`src/rtl/cam_wr_en_seq_pkg.sv`:
```
// Shared definitions for the camera write-enable pulse sequencer: register map,
// CTRL/STATUS bit positions and the 3-bit sequencer state encoding.
package cam_wr_en_seq_pkg;

  localparam logic [2:0] ADDR_CTRL   = 3'd0;
  localparam logic [2:0] ADDR_MASK   = 3'd1;
  localparam logic [2:0] ADDR_ON     = 3'd2;
  localparam logic [2:0] ADDR_OFF    = 3'd3;
  localparam logic [2:0] ADDR_COUNT  = 3'd4;
  localparam logic [2:0] ADDR_STATUS = 3'd5;
  localparam logic [2:0] ADDR_IRQ_EN = 3'd6;

  localparam int CTRL_START = 0;
  localparam int CTRL_ABORT = 1;
  localparam int CTRL_TRIG  = 2;
  localparam int CTRL_CONT  = 3;

  localparam int STAT_BUSY      = 0;
  localparam int STAT_DONE      = 1;
  localparam int STAT_REM_LSB   = 8;
  localparam int STAT_STATE_LSB = 16;

  typedef enum logic [2:0] {
    ST_IDLE      = 3'd0,
    ST_WAIT_TRIG = 3'd1,
    ST_ON        = 3'd2,
    ST_OFF       = 3'd3,
    ST_DONE      = 3'd4
  } seq_state_e;

endpackage

```
`src/rtl/cam_vsync_edge_sync.sv`:
```
// Brings the asynchronous camera vsync into the clk domain through a flop chain
// and emits a one-clock pulse on each synchronised rising edge.
module cam_vsync_edge_sync #(
  parameter int SYNC_STAGES = 2
) (
  input  logic clk,
  input  logic reset,
  input  logic async_in,
  output logic rise
);

  logic [SYNC_STAGES-1:0] sync_q;
  logic                   prev_q;

  always_ff @(posedge clk) begin
    if (reset) begin
      sync_q <= '0;
      prev_q <= 1'b0;
    end else begin
      sync_q <= {sync_q[SYNC_STAGES-2:0], async_in};
      prev_q <= sync_q[SYNC_STAGES-1];
    end
  end

  assign rise = sync_q[SYNC_STAGES-1] & ~prev_q;

endmodule

```
`src/rtl/cam_wr_en_sequencer.sv`:
```
// Avalon-MM programmable pulse-train generator for the camera write-enable bus.
// Define CAM_WR_EN_SEQ_IRQ_EN to add the IRQ_EN register (addr 6) and the done interrupt.
module cam_wr_en_sequencer
  import cam_wr_en_seq_pkg::*;
#(
  parameter int WIDTH       = 8,
  parameter int CNT_W       = 16,
  parameter int SYNC_STAGES = 2
) (
  input  logic             clk,
  input  logic             reset,
  input  logic [2:0]       address,
  input  logic             chipselect,
  input  logic             write_n,
  input  logic [31:0]      writedata,
  output logic [31:0]      readdata,
  input  logic             cam_vsync,
  output logic [WIDTH-1:0] out_port,
  output logic             irq
);

  seq_state_e       state, state_d;
  logic [CNT_W-1:0] cyc_cnt, cyc_d;
  logic [7:0]       pulses_left, pulses_d;
  logic             start_req, done;

  logic             trig_mode, continuous;
  logic [WIDTH-1:0] mask;
  logic [CNT_W-1:0] on_cycles, off_cycles;
  logic [7:0]       count;

  logic wr, ctrl_wr, abort_wr, start_wr, status_clr, busy, vsync_rise;
  logic unused_wd;
  logic [CNT_W-1:0] on_last;

  assign wr         = chipselect & ~write_n;
  assign ctrl_wr    = wr && (address == ADDR_CTRL);
  assign abort_wr   = ctrl_wr & writedata[CTRL_ABORT];
  assign start_wr   = ctrl_wr & writedata[CTRL_START] & ~writedata[CTRL_ABORT];
  assign status_clr = wr && (address == ADDR_STATUS) && writedata[STAT_DONE];
  assign busy       = (state != ST_IDLE);
  assign unused_wd  = ^writedata;
  // ON_CYCLES of zero still yields a single-clock pulse
  assign on_last    = (on_cycles == '0) ? '0 : on_cycles - CNT_W'(1);

  cam_vsync_edge_sync #(.SYNC_STAGES(SYNC_STAGES)) u_vsync (
    .clk      (clk),
    .reset    (reset),
    .async_in (cam_vsync),
    .rise     (vsync_rise)
  );

  always_comb begin
    state_d  = state;
    cyc_d    = cyc_cnt + CNT_W'(1);
    pulses_d = pulses_left;
    case (state)
      ST_IDLE: begin
        cyc_d = '0;
        if (start_req) begin
          pulses_d = count;
          if (!continuous && count == '0) state_d = ST_DONE;
          else if (trig_mode)             state_d = ST_WAIT_TRIG;
          else                            state_d = ST_ON;
        end
      end
      ST_WAIT_TRIG: begin
        cyc_d = '0;
        if (vsync_rise) state_d = ST_ON;
      end
      ST_ON: begin
        if (cyc_cnt == on_last) begin
          cyc_d = '0;
          if (!continuous) pulses_d = pulses_left - 8'd1;
          if (continuous || pulses_left > 8'd1)
            state_d = (off_cycles == '0) ? ST_ON : ST_OFF;
          else
            state_d = ST_DONE;
        end
      end
      ST_OFF: begin
        if (cyc_cnt == off_cycles - CNT_W'(1)) begin
          cyc_d   = '0;
          state_d = ST_ON;
        end
      end
      ST_DONE: begin
        cyc_d   = '0;
        state_d = ST_IDLE;
      end
      default: begin
        cyc_d   = '0;
        state_d = ST_IDLE;
      end
    endcase
    if (abort_wr) begin
      state_d  = ST_IDLE;
      cyc_d    = '0;
      pulses_d = '0;
    end
  end

  always_ff @(posedge clk) begin
    if (reset) begin
      state       <= ST_IDLE;
      cyc_cnt     <= '0;
      pulses_left <= '0;
      start_req   <= 1'b0;
      done        <= 1'b0;
      out_port    <= '0;
    end else begin
      state       <= state_d;
      cyc_cnt     <= cyc_d;
      pulses_left <= pulses_d;
      start_req   <= start_wr & ~busy;
      out_port    <= (state == ST_ON) ? mask : '0;
      if (state == ST_DONE) done <= 1'b1;
      else if (status_clr)  done <= 1'b0;
    end
  end

  // Sequence configuration is frozen while a sequence is in flight
  always_ff @(posedge clk) begin
    if (reset) begin
      trig_mode  <= 1'b0;
      continuous <= 1'b0;
      mask       <= '0;
      on_cycles  <= '0;
      off_cycles <= '0;
      count      <= '0;
    end else if (wr && !busy) begin
      case (address)
        ADDR_CTRL: begin
          trig_mode  <= writedata[CTRL_TRIG];
          continuous <= writedata[CTRL_CONT];
        end
        ADDR_MASK:  mask       <= writedata[WIDTH-1:0];
        ADDR_ON:    on_cycles  <= writedata[CNT_W-1:0];
        ADDR_OFF:   off_cycles <= writedata[CNT_W-1:0];
        ADDR_COUNT: count      <= writedata[7:0];
        default: ;
      endcase
    end
  end

`ifdef CAM_WR_EN_SEQ_IRQ_EN
  logic irq_en;

  always_ff @(posedge clk) begin
    if (reset)                             irq_en <= 1'b0;
    else if (wr && address == ADDR_IRQ_EN) irq_en <= writedata[0];
  end

  assign irq = done & irq_en;
`else
  assign irq = 1'b0;
`endif

  always_comb begin
    readdata = '0;
    case (address)
      ADDR_CTRL: begin
        readdata[CTRL_TRIG] = trig_mode;
        readdata[CTRL_CONT] = continuous;
      end
      ADDR_MASK:  readdata[WIDTH-1:0] = mask;
      ADDR_ON:    readdata[CNT_W-1:0] = on_cycles;
      ADDR_OFF:   readdata[CNT_W-1:0] = off_cycles;
      ADDR_COUNT: readdata[7:0]       = count;
      ADDR_STATUS: begin
        readdata[STAT_BUSY]               = busy;
        readdata[STAT_DONE]               = done;
        readdata[STAT_REM_LSB +: 8]       = pulses_left;
        readdata[STAT_STATE_LSB +: 3]     = state;
      end
`ifdef CAM_WR_EN_SEQ_IRQ_EN
      ADDR_IRQ_EN: readdata[0] = irq_en;
`endif
      default: ;
    endcase
  end

endmodule
```
`config.mk`:
```
export PLATFORM = sky130hd
export DESIGN_NAME = cam_wr_en_sequencer
export DESIGN_NICKNAME = d
export VERILOG_FILES = /design/src/rtl/cam_wr_en_seq_pkg.sv /design/src/rtl/cam_vsync_edge_sync.sv /design/src/rtl/cam_wr_en_sequencer.sv
export SDC_FILE = /design/constraint.sdc
export NUM_CORES = 1
export LEC_CHECK = 0
export CAP_MARGIN = 20
export CORE_MARGIN = 10
export CORE_UTILIZATION = 40
export DETAILED_ROUTE_END_ITERATION = 7
export PLACE_DENSITY = 0.63
export SYNTH_ARGS = -nofsm -noshare
export SYNTH_HDL_FRONTEND = slang
export SYNTH_SLANG_ARGS = --single-unit
```
`constraint.sdc`:
```
create_clock -name clk -period 7.54 [get_ports clk]
set_input_delay 1.508 -clock clk [delete_from_list [all_inputs] [get_ports clk]]
set_output_delay 1.508 -clock clk [all_outputs]
set_load 0.05 [all_outputs]
```
# After elaboration in Yosys (flattened, before gate mapping)

Cells that the tools add are included.

Register bits after elaboration: 90
Bits in latches: 0
RAM bits: 0
ROM bits: 0
Output and inout bits: 41
Logic and storage cells: 95
Memories kept: 0

Add/sub/neg operators: 4
Multipliers: 0
Div/mod/pow operators: 0
$lt $le $gt $ge: 1
Equality and inequality tests: 16
Shift operators: 0
Multiplexer cells: 24
Bitwise logic cells: 11
Reductions and logical operators: 25

Operators with widths:

| cell                  | count |
|---|---|
| $mux 16               | 3 |
| $eq 16x16->1          | 2 |
| $logic_not 16->1      | 2 |
| $pmux 16 s2           | 1 |
| $sub 16x1->16 const B | 2 |
| $mux 8                | 3 |
| $pmux 8 s3            | 1 |
| $mux 3                | 7 |
| $pmux 2 s5            | 2 |
| $add 16x1->16 const B | 1 |
| $pmux 4 s4            | 1 |
| $pmux 8 s2            | 1 |
| $eq 3x2->1 const B    | 4 |
| $pmux 3 s4            | 1 |
| $reduce_and 2->1      | 5 |
| $eq 3x3->1 const B    | 3 |
| $gt 8x1->1 const B    | 1 |
| $logic_not 8->1       | 1 |
| $ne 2x2->1 const B    | 4 |
| $reduce_and 4->1      | 2 |
| $sub 8x1->8 const B   | 1 |
| $and 1x1->1           | 6 |
| $eq 3x1->1 const B    | 2 |
| $logic_not 3->1       | 2 |
| other kinds (10)      | 23 |

# Logic depth before layout (Yosys ltp)

Word-level depth: 6
Gate-level depth with buffers: 15
Mapped depth without buffers: 11

# Hierarchy

From an unflattened synthesis, not the netlist that was laid out.

Cells, all modules: 736
Area total of the unflattened synthesis: 5734.2 um2

Modules (own cells, without submodules):

| module              | instances | cells an instance | area an instance (um2) | seq. area each (um2) |
|---|---|---|---|---|
| cam_wr_en_sequencer | 1         | 729               | 5646.7                 | 1741.7 |
| cam_vsync_edge_sync | 1         | 7                 | 87.6                   | 60.1 |

# Worst setup path after synthesis

No wires, ideal clock.

Kind: in2out
Start: input port address[0]
End: output port readdata[12]
Arrival: 3.823 ns
Data required time: 6.032 ns
Setup slack: 2.209 ns
Stages on the path: 5
Buffers on the path: 3
Cells stage by stage: clkbuf_1 > clkbuf_1 > buf_1 > mux2i_1 > o21ai_0

Longest elaborated chain between the ends: 2
Elaborated cells on any way between the ends: 4
Classes of those cells: eq/ne: 3; mux: 1

Ends and longest elaborated chain:

| item                                            | line                       | RTL |
|---|---|---|
| from (decl)                                     | cam_wr_en_sequencer.sv:12  | `input logic [2:0] address,` |
| $eq 3x3->1 / $eq 3x2->1 (equally long branches) | cam_wr_en_sequencer.sv:161 | `case (address)` |
| $pmux 8 s3 (*)                                  | cam_wr_en_sequencer.sv:161 |  |
| to (decl)                                       | cam_wr_en_sequencer.sv:16  | `output logic [31:0] readdata,` |

Every way passes the cells marked *; elsewhere a longest branch is shown, timed or not.

# Worst setup path after layout

Start: input port address[1]
End: output port readdata[15]

Same word-level chain as after synthesis.

==> metrics.txt <==
most common cell after layout, fill and taps aside nand2_1; CP Launch Type primary input; Post-Route WL 17200 um; Clock power frac 0.444; mux cell area share after synthesis 0.0813; ant diodes 0; total track usage 0.171; Slew Limit Fails 0; Psw 0.319 mW; Synth top area share 0.313; worst skew pair latency 0.36 ns; Die Width 140 um; die area between 15000 and 20000 sq um; I/O pin count 81; Clk pin slew, worst setup/hold paths 0.07 ns; First-pass DRT Iterations 5; Clock Skew 0.0113 ns; initial antenna violation count 0; Max Clock Freq 0.174 GHz; crit path capture readdata[15]; GR Overflow Total 0; PD cells about 180 nW/um^2; Fin Setup TNS 0 ns; reg-to-reg critical path endpoint cyc_cnt[6]; hold path start u_vsync.sync_q[0]; hold buffer count at cts 0; Antenna Nets Post-Route 0; worst hold-check path type flop to flop; Max Fanout on Critical Path 18; RSZ-0062 raised after global routing false; Post-CTS Setup Bufs 0; CTS Buf Count 9; clock root buffer clkbuf_16; crit share post-route 0.764; post-synthesis adder-cell area fraction 0.0109; core area 14000 sq um; Pleak approximately 2.4 nW; Fill cells 1420; initial DRC count 517; dpl hpwl 12800 um; # DRC 0; CTS H-Tree Depth 3; proportion of total power due to net switching 0.277; largest net degree at the start of global routing 59; CP arrival 4.25 ns; Max Cap Viol 0; Seq pwr share 0.423; post_cts resized 0; Initial Util 0.411; first-pass GRT wire length 27400 um; Final Setup Violations 0; worst slew pin tran approximately 0.77 ns; internal power 0.833 mW; Netlist Area Pre-Place 5750 sq um; Ys Warns 0; synth top area cells dfxtp_1, nand2_1, mux2i_1; main combinational cell family by area after synthesis simple AND/OR/NAND/NOR gates; FF-to-FF path depth 11; Async SR Flop Fraction 0; row count 43; Slew HR 0.488; area leader, netlist dfxtp_1; CP startpoint address[1]; fin crit period 5.76 ns; via count 5322; placed cells 914; R2R setup slack about 3.7 ns; maximum clock insertion buffer count 2; Primary FF master, synth dfxtp_1; Die H 140 um; final net count 790; CTS tree yes; CP Class primary input to output pin; footprint of the multi-input gates between 3000 and 4000 sq um; Compound-Gate Fraction of Synth Area 0.140; Fin. Hold Viols 0; Synth cell types 68; WL/cell 18.5 um; vias per std cell 5.72; status finished, final reports clean; IO buf count 50; cell count after synthesis 733; Layout Cells excl Fill 930; post-synthesis xor/xnor area fraction 0.0872; FF+latch count, synth 90; P&R area growth vs syn 14.0%; Reg area 1800 sq um; Synth Area in Simple Gates 0.299; clock sinks 90; worst vdd ir 0.000162 V; Avg Cell Area, Syn 7.85 sq um; Reg-to-Reg Start on_cycles[0]; via count of the first global-routing pass 4987; Comb power frac 0.133; number of flops mapped to enable cells by yosys 0; CP Data Required Time approximately 6.0 ns; layout cell share with drive strength beyond 1 0.0667; commonest cells after routing, fill and taps aside nand2_1, dfxtp_1, nor2_1; Crit. End Element output pin; GP Congestion about 0.9; sequential-to-total area share from yosys stat 0.313
## critical path, cell delays in order
cell and delay (ns):
clkdlybuf4s50_1 0.88, nand2b_1 0.53, o21ai_0 0.45, clkdlybuf4s50_1 0.88
## cell usage after synthesis (all sizes together) (3+ instances only)
| master | instances |
|---|---|
| a21oi | 56 |
| a221oi | 3 |
| a22oi | 10 |
| a31oi | 4 |
| and2 | 13 |
| and3 | 3 |
| buf | 28 |
| clkbuf | 38 |
| dfxtp | 90 |
| ha | 5 |
| inv | 16 |
| mux2 | 4 |
| mux2i | 40 |
| nand2 | 109 |
| nand2b | 8 |
| nand3 | 22 |
| nand4 | 11 |
| nor2 | 75 |
| nor2b | 11 |
| nor3 | 22 |
| nor3b | 4 |
| nor4 | 17 |
| nor4b | 8 |
| o21a | 5 |
| o21ai | 20 |
| o221ai | 3 |
| o22ai | 9 |
| o31ai | 3 |
| or2 | 3 |
| or3 | 6 |
| or4 | 6 |
| xnor2 | 34 |
| xor2 | 18 |
## power groups by stage
stage	Combinational, mW	Sequential, mW	Clock (mW)
after global routing	0.166	0.488	0.534
after detailed placement	0.150	0.498	0
after global placement	0.148	0.498	0
after floorplan	0.117	0.494	0
final	0.153	0.487	0.512
after CTS	0.152	0.487	0.516
## state kept, by name (all words and copies together), names as in the netlist
| register | flops |
|---|---|
| cyc_cnt | 16 |
| off_cycles | 16 |
| on_cycles | 16 |
| count | 8 |
| mask | 8 |
| out_port | 8 |
| pulses_left | 8 |
| state | 3 |
| u_vsync.sync_q | 2 |
| continuous | 1 |
| done | 1 |
| start_req | 1 |
| trig_mode | 1 |
| u_vsync.prev_q | 1 |
## cell families (layout without fill, tap and decap cells)
logic type      count (synthesis)  count (layout)
xor+xnor                       54              54
mux                            45              45
simple gates                  326             326
other cells                     1              14
fa+ha+maj                       5               5
compound gates                130             130
flops                          90              90
buf+inv                        82              86
## routing by layer
layer / track usage / up-vias / part of all wire
met4: 0.0620 / 0 / 0.020
met5: 0 / - / 0
li1: - / 2560 / -
met2: 0.269 / 183 / 0.46
met1: 0.231 / 2554 / 0.46
met3: 0.0260 / 25 / 0.062
## worst min-delay path by stage
stage | end | slack, ns | depth (start not counted)
5_1_grt | u_vsync.sync_q[1] | 0.47 | 1
6_report | u_vsync.sync_q[1] | 0.45 | 1
3_3_place_gp | u_vsync.sync_q[1] | 0.42 | 1
3_5_place_dp | u_vsync.sync_q[1] | 0.43 | 1
2_1_floorplan | u_vsync.sync_q[1] | 0.41 | 1
4_1_cts | u_vsync.sync_q[1] | 0.46 | 1
## cell type report
class / count / area share
Inverter: 16 / 0.00916
Sequential cell: 90 / 0.275
Clock buffer: 9 / 0.0343
Timing Repair Buffer: 54 / 0.0801
Multi-Input combinational cell: 574 / 0.551
Tap cell: 180 / 0.0343
Clock inverter: 7 / 0.0162
## metrics by stage
| stage | util | power, mW | setup WS, ns | hold WS (ns) | instance area (sq um) |
|---|---|---|---|---|---|
| finish | 0.469 | 1.15 | 1.78 | 0.450 | 6560 |
| global route | 0.469 | 1.19 | 1.72 | 0.470 | 6560 |
| CTS | 0.469 | 1.15 | 1.85 | 0.456 | 6560 |
| detailed placement | 0.445 | 0.649 | 1.86 | 0.433 | 6230 |
| global placement | 0.445 | 0.646 | 1.89 | 0.419 | 6220 |
| floorplan | - | 0.610 | 2.21 | 0.414 | 5800 |
Power figures use the tool's default switching activity.
